File: src/rtl/cpu_pkg.sv
// Purpose : shared types and sizes for the single-cycle MIPS data-memory loader.
// Latency : n/a (declarations only).
// Backpressure: n/a.
package cpu_pkg;

    // Loader sequencing: wait for a press, commit one word, then hand off to the CPU.
    typedef enum logic [1:0] {
        LOAD_WAIT = 2'd0,
        LOAD_WR   = 2'd1,
        RUN       = 2'd2
    } load_state_t;

    localparam int DMEM_DEPTH = 10;
    localparam int DMEM_AW    = 4;
    localparam int DW         = 16;

endpackage

File: src/rtl/btn_debounce.sv
// Purpose : synchronise a raw bouncing button, accept level changes after
//           DEB_CYCLES stable cycles, and emit a one-cycle pulse on each accepted rise.
// Latency : raw edge first sampled at E -> db at E+DEB_CYCLES+1, press during the next cycle.
// Backpressure: none; every accepted rising level produces exactly one press pulse.
//
// Ports:
//   clk   - rising-edge clock
//   clr   - synchronous active-high reset
//   btn   - raw asynchronous button input
//   db    - debounced (accepted) button level
//   press - one-cycle pulse on the accepted rising edge of db
module btn_debounce #(
    parameter int DEB_CYCLES = 1_000_000
) (
    input  logic clk,
    input  logic clr,
    input  logic btn,
    output logic db,
    output logic press
);

    localparam int             CW       = $clog2(DEB_CYCLES);
    localparam logic [CW-1:0]  CNT_LAST = CW'(DEB_CYCLES - 1);

    logic          s1;
    logic          s2;
    logic [CW-1:0] cnt;
    logic          db_q;

    // Two-flop synchronizer; s2 is the first flop safe to use in logic.
    always_ff @(posedge clk) begin
        if (clr) begin
            s1 <= 1'b0;
            s2 <= 1'b0;
        end else begin
            s1 <= btn;
            s2 <= s1;
        end
    end

    // Any return of s2 to the accepted level restarts the count, so only a
    // run of DEB_CYCLES consecutive differing samples changes db.
    always_ff @(posedge clk) begin
        if (clr) begin
            cnt  <= '0;
            db   <= 1'b0;
            db_q <= 1'b0;
        end else begin
            db_q <= db;
            if (s2 == db) begin
                cnt <= '0;
            end else if (cnt == CNT_LAST) begin
                db  <= s2;
                cnt <= '0;
            end else begin
                cnt <= cnt + CW'(1);
            end
        end
    end

    assign press = db & ~db_q;

endmodule

File: src/rtl/dmem_load_ctrl.sv
// Purpose : boot-time loader for the data memory; one word per debounced button
//           press at ascending addresses, then hands the write port to the CPU.
// Latency : write lands DEB_CYCLES+3 edges after the press is first sampled;
//           the CPU store path in RUN is purely combinational.
// Backpressure: none; presses outside LOAD_WAIT and CPU stores during load are dropped.
//
// Ports:
//   clk, clr                      - clock and synchronous active-high reset
//   load_btn, load_data           - raw load button and switch value to commit
//   cpu_mem_write/addr/wdata      - CPU store request (honoured only in RUN)
//   mem_we/waddr/wdata            - memory write port
//   led                           - one-hot load position (MSB = word 0), all ones in RUN
//   cpu_run                       - CPU released to fetch/execute
//   oob_err                       - CPU store to an address at or beyond DEPTH this cycle
module dmem_load_ctrl
    import cpu_pkg::*;
#(
    parameter int DEPTH      = cpu_pkg::DMEM_DEPTH,
    parameter int AW         = cpu_pkg::DMEM_AW,
    parameter int DW         = cpu_pkg::DW,
    parameter int DEB_CYCLES = 1_000_000
) (
    input  logic             clk,
    input  logic             clr,
    input  logic             load_btn,
    input  logic [DW-1:0]    load_data,
    input  logic             cpu_mem_write,
    input  logic [AW-1:0]    cpu_addr,
    input  logic [DW-1:0]    cpu_wdata,
    output logic             mem_we,
    output logic [AW-1:0]    mem_waddr,
    output logic [DW-1:0]    mem_wdata,
    output logic [DEPTH-1:0] led,
    output logic             cpu_run,
    output logic             oob_err
);

    localparam logic [AW-1:0]    IDX_LAST  = AW'(DEPTH - 1);
    // One bit wider than the address so DEPTH == 2**AW still compares correctly.
    localparam logic [AW:0]      ADDR_LIM  = (AW + 1)'(DEPTH);
    localparam logic [DEPTH-1:0] LED_FIRST = {1'b1, {(DEPTH - 1){1'b0}}};

    load_state_t   state;
    load_state_t   state_nxt;
    logic [AW-1:0] idx;
    logic [AW-1:0] idx_nxt;
    logic          btn_db;
    logic          press;
    logic          addr_ok;

    btn_debounce #(
        .DEB_CYCLES (DEB_CYCLES)
    ) u_btn_debounce (
        .clk   (clk),
        .clr   (clr),
        .btn   (load_btn),
        .db    (btn_db),
        .press (press)
    );

    assign addr_ok = ({1'b0, cpu_addr} < ADDR_LIM);

    always_ff @(posedge clk) begin
        if (clr) begin
            state <= LOAD_WAIT;
            idx   <= '0;
        end else begin
            state <= state_nxt;
            idx   <= idx_nxt;
        end
    end

    always_comb begin
        state_nxt = state;
        idx_nxt   = idx;
        mem_we    = 1'b0;
        mem_waddr = idx;
        mem_wdata = load_data;
        led       = LED_FIRST >> idx;
        cpu_run   = 1'b0;
        oob_err   = 1'b0;

        case (state)
            LOAD_WAIT: begin
                // press is a rising edge of the accepted level, so both are high together.
                if (press && btn_db) begin
                    state_nxt = LOAD_WR;
                end
            end

            LOAD_WR: begin
                mem_we = 1'b1;
                if (idx == IDX_LAST) begin
                    state_nxt = RUN;
                    idx_nxt   = '0;
                end else begin
                    state_nxt = LOAD_WAIT;
                    idx_nxt   = idx + AW'(1);
                end
            end

            RUN: begin
                // Out-of-range stores are flagged and dropped rather than aliasing.
                mem_we    = cpu_mem_write & addr_ok;
                mem_waddr = cpu_addr;
                mem_wdata = cpu_wdata;
                led       = '1;
                cpu_run   = 1'b1;
                oob_err   = cpu_mem_write & ~addr_ok;
            end

            default: begin
                state_nxt = LOAD_WAIT;
                idx_nxt   = '0;
            end
        endcase
    end

endmodule

File: config.mk
export PLATFORM = sky130hd
export DESIGN_NAME = dmem_load_ctrl
export DESIGN_NICKNAME = d
export VERILOG_FILES = /design/src/rtl/cpu_pkg.sv /design/src/rtl/btn_debounce.sv /design/src/rtl/dmem_load_ctrl.sv
export SDC_FILE = /design/constraint.sdc
export NUM_CORES = 1
export LEC_CHECK = 0
export ABC_CLOCK_PERIOD_IN_PS = 2250
export CORE_ASPECT_RATIO = 1.2
export CORE_UTILIZATION = 39
export CTS_CLUSTER_SIZE = 25
export DETAILED_ROUTE_END_ITERATION = 10
export HOLD_SLACK_MARGIN = 0.06
export PLACE_DENSITY = 0.72
export SKIP_CTS_REPAIR_TIMING = 1
export SYNTH_ARGS = -nofsm -noshare
export SYNTH_HDL_FRONTEND = slang
export SYNTH_SLANG_ARGS = --single-unit
File: constraint.sdc
create_clock -name clk -period 2.25 [get_ports clk]
set_input_delay 0.5625 -clock clk [delete_from_list [all_inputs] [get_ports clk]]
set_output_delay 0.5625 -clock clk [all_outputs]
set_load 0.005 [all_outputs]
==> impl_metrics.csv <==
group,metric,value,unit
status,status,"finished, final reports clean",
global_routing,grt_pass1_vias,1581,
global_routing,grt-ovfl-total,0,
detailed_routing,ant_nets,0,
finish,design_area,2900,um^2
logic_synthesis,yosys-mux-area-fraction,0.1206,
critical_path,critPathRequiredTime,1.69,ns
cts,cts_root_buffer,"clkbuf_8",
global_routing,antenna_found_initial,0,
detailed_routing,drt_pre_antenna_iters,4,
detailed_routing,drtIter0Drc,52,
floorplanning,core,4294,um^2
power_and_ir_drop,p_per_area,401.5,nW/um^2
timing,drv_slew,0,
floorplanning,num_io_pins,73,
logic_synthesis,yosysSeqAreaShare,0.3404,
critical_path,cp.arrival,1.64,ns
logic_synthesis,yosys.area_share.simple,0.2582,
logic_synthesis,synth_fa_ha_area_frac,0.04255,
power_and_ir_drop,p_sw,0.2284,mW
finish,antenna_cells,0,
logic_synthesis,ys_warn_count,0,
timing,period_minus_slack,2.199,ns
detailed_routing,avgRoutedWirePerCell,14.16,um
critical_path,r2r_cells,4,
global_routing,grt_pass1_wl,7224,um
power_and_ir_drop,p_total,1.165,mW
critical_path,r2r-end,"u_btn_debounce.cnt[15]",
floorplanning,die_area,4797,um^2
timing,fmax,454.8,MHz
hold_path,holdPathStages,1,
power_and_ir_drop,swShare,0.1961,
place,dp_cells,341,
floorplanning,start_util,0.4108,
detailed_routing,drc,0,
place,port_buffers,72,
critical_path,crit_fanout,11,
timing,clock_skew,0.003927,ns
floorplanning,rows,26,
cts,cts_buffers,5,
power_and_ir_drop,seq_power_share,0.459,
finish,regArea,604.3,um^2
power_and_ir_drop,p_clk_frac,0.434,
cts,cts_tree,"done",
cts,clock_latency,0.28,ns
logic_synthesis,syn_nets,261,
global_routing,grt.met2_usage,0.3381,
power_and_ir_drop,peakVddDrop,0.0006069,V
finish,nets,346,
logic_synthesis,synth_seq_cells,30,
global_routing,use_met3,0.03443,
flow_run,maxCapViolCount,0,
cts,path_clk_slew,0.06,ns
timing,slew-limit-headroom,0.7805,
finish,multiInputGateArea,1105,um^2
global_routing,grt_max_degree,30,
place,placement.cell_area,2589,um^2
logic_synthesis,async_flop_share,0,
hold_path,hp-start,"u_btn_debounce.s1",
critical_path,path_class,"reg -> out",
power_and_ir_drop,leakage,1.377,nW
global_routing,gr-usage-all-layers,0.1910,
power_and_ir_drop,combPwrFrac,0.107,
detailed_routing,viasPerCell,5.059,
logic_synthesis,synth-compound-area-share,0.1312,
floorplanning,die_height,75.68,um
timing,hold_viol_final,0,
finish,fill_cells,346,
cts,clkSinkCount,30,
critical_path,worstSetupEndpointType,"output pin",
global_routing,use_met1,0.2284,
logic_synthesis,synth_top_family_by_area,"simple AND/OR/NAND/NOR gates",
power_and_ir_drop,p_int,0.9362,mW
critical_path,r2r-start,"u_btn_debounce.cnt[2]",
finish,syn2layout_area_growth,64.40,%
global_routing,grt_busiest_layer,"met2",
detailed_routing,vias,1806,
logic_synthesis,synth_cells,215,
critical_path,start_kind,"register",
critical_path,reg2reg_setup_slack,0.20,ns
logic_synthesis,synth.distinct_cells,34,
cts,clockBufferDepth,2,
timing,setup-violations-final,0,
place,dp_hpwl,3534,um
logic_synthesis,synthesis.area,1764,um^2
floorplanning,fp.dieW,63.40,um
logic_synthesis,avgSynthCellArea,8.206,um^2
logic_synthesis,synth_xor_area_frac,0.05957,
finish,postLayoutCoreUtil,0.6754,
place,gp_congestion,0.7567,
finish,drive_gt1_frac,0.1827,
logic_synthesis,synth_edf_count,0,
timing,tightestPinTransition,0.3262,ns
finish,final_cells,357,
hold_path,min_to,"u_btn_debounce.s2",
hold_path,hold_path.class,"reg -> reg",
detailed_routing,drt_wl_total,5054,um
timing,fin_crit_sh,0.9772,
logic_synthesis,ys.flop_type,"dfxtp_1",
cts,htreeDepth,2,
[Yosys cell counts, drive strengths merged (2+ instances only)]
cell,instances,area [um^2]
xor2,4,35.03
o21ai,12,60.06
nand4,2,12.51
nor3,4,20.02
ha,6,75.07
o21bai,2,15.01
nor4,3,18.77
nand2,12,45.04
or4,6,45.04
o31ai,4,30.03
nor2b,6,37.54
dfxtp,30,600.6
a21o,7,52.55
inv,12,45.04
nor2,27,101.4
xnor2,8,70.07
or3,7,43.79
mux2,18,202.7
clkbuf,9,33.78
nand2b,2,12.51
nand3,9,50.05
and2,2,12.51
a21oi,12,60.06
or2,2,12.51
[state kept, by name (all words and copies together), names as in the netlist]
name / flops
u_btn_debounce.s1: 1
u_btn_debounce.db_q: 1
u_btn_debounce.s2: 1
idx: 4
u_btn_debounce.db: 1
state: 2
u_btn_debounce.cnt: 20
[worst max-delay path by stage]
stage          depth (start not counted)        start      endpoint  slack [ns]
2_1_floorplan                          5     state[0]  mem_waddr[0]        0.13
6_report                               5     state[0]        led[9]        0.05
5_1_grt                                4       idx[0]        led[9]       -0.02
3_3_place_gp                           5  cpu_addr[2]        mem_we       -0.26
3_5_place_dp                           5  cpu_addr[2]        mem_we       -0.30
4_1_cts                                5  cpu_addr[2]        mem_we       -0.31
[kinds of logic (layout without fill, tap and decap cells)]
family / after synthesis / after routing
simple gates: 87 / 87
compound gates: 39 / 39
flops: 30 / 30
buf+inv: 22 / 108
mux: 19 / 19
xor+xnor: 12 / 12
fa+ha+maj: 6 / 6
[routing by layer]
layer,part of all wire,vias up
met5,0,-
met3,0.056,7
met1,0.42,828
met2,0.51,56
met4,0.014,0
li1,-,915
[worst max-delay path, cell delays in order, from the launching register on]
cell and delay (ns):
dfxtp_2 0.33, inv_2 0.08, ha_4 0.19, clkbuf_16 0.16
a21o_1 0.09, clkdlybuf4s50_1 0.50
[power by group through the flow]
stage                     combinational (mW)  clock (mW)  sequential [mW]
after floorplan                       0.0246           0            0.546
after global placement                 0.125           0            0.546
after detailed placement               0.128           0            0.547
after CTS                              0.128       0.518            0.535
after global routing                   0.133       0.534            0.535
final                                  0.125       0.505            0.535
[layout make-up]
type,count,area share
multi-input combinational,163,0.3809
timing repair buffer,88,0.3330
sequential,30,0.2084
clock buffer,8,0.03796
tap,56,0.02416
inverter,12,0.01553
[per-stage QoR]
stage / hold WS (ns) / setup WS (ns) / TNS [ns]
floorplan: 0.4138 / 0.1325 / 0
global placement: 0.4296 / -0.2625 / -0.4614
detailed placement: 0.4355 / -0.2953 / -0.5172
CTS: 0.4528 / -0.3098 / -5.011
global route: 0.4511 / -0.01984 / -0.06143
finish: 0.4433 / 0.05131 / 0
[cell usage in the layout, fill, tap and decap left out, types with 4 or more instances in the layout]
master,synthesis,final
a21o_1,7,7
a21oi_1,12,12
buf_4,0,12
clkbuf_8,0,8
clkdlybuf4s50_1,0,44
dfxtp_1,30,27
dlymetal6s2s_1,0,28
ha_1,6,5
inv_1,12,11
mux2_2,18,18
nand2_1,12,12
nand3_1,8,8
nor2_1,27,26
nor2b_1,6,6
nor3_1,4,4
o21ai_0,12,10
o31ai_1,4,4
or3_1,7,7
or4_1,6,6
xnor2_1,8,8
xor2_1,4,4
Power figures use the tool's default switching activity.
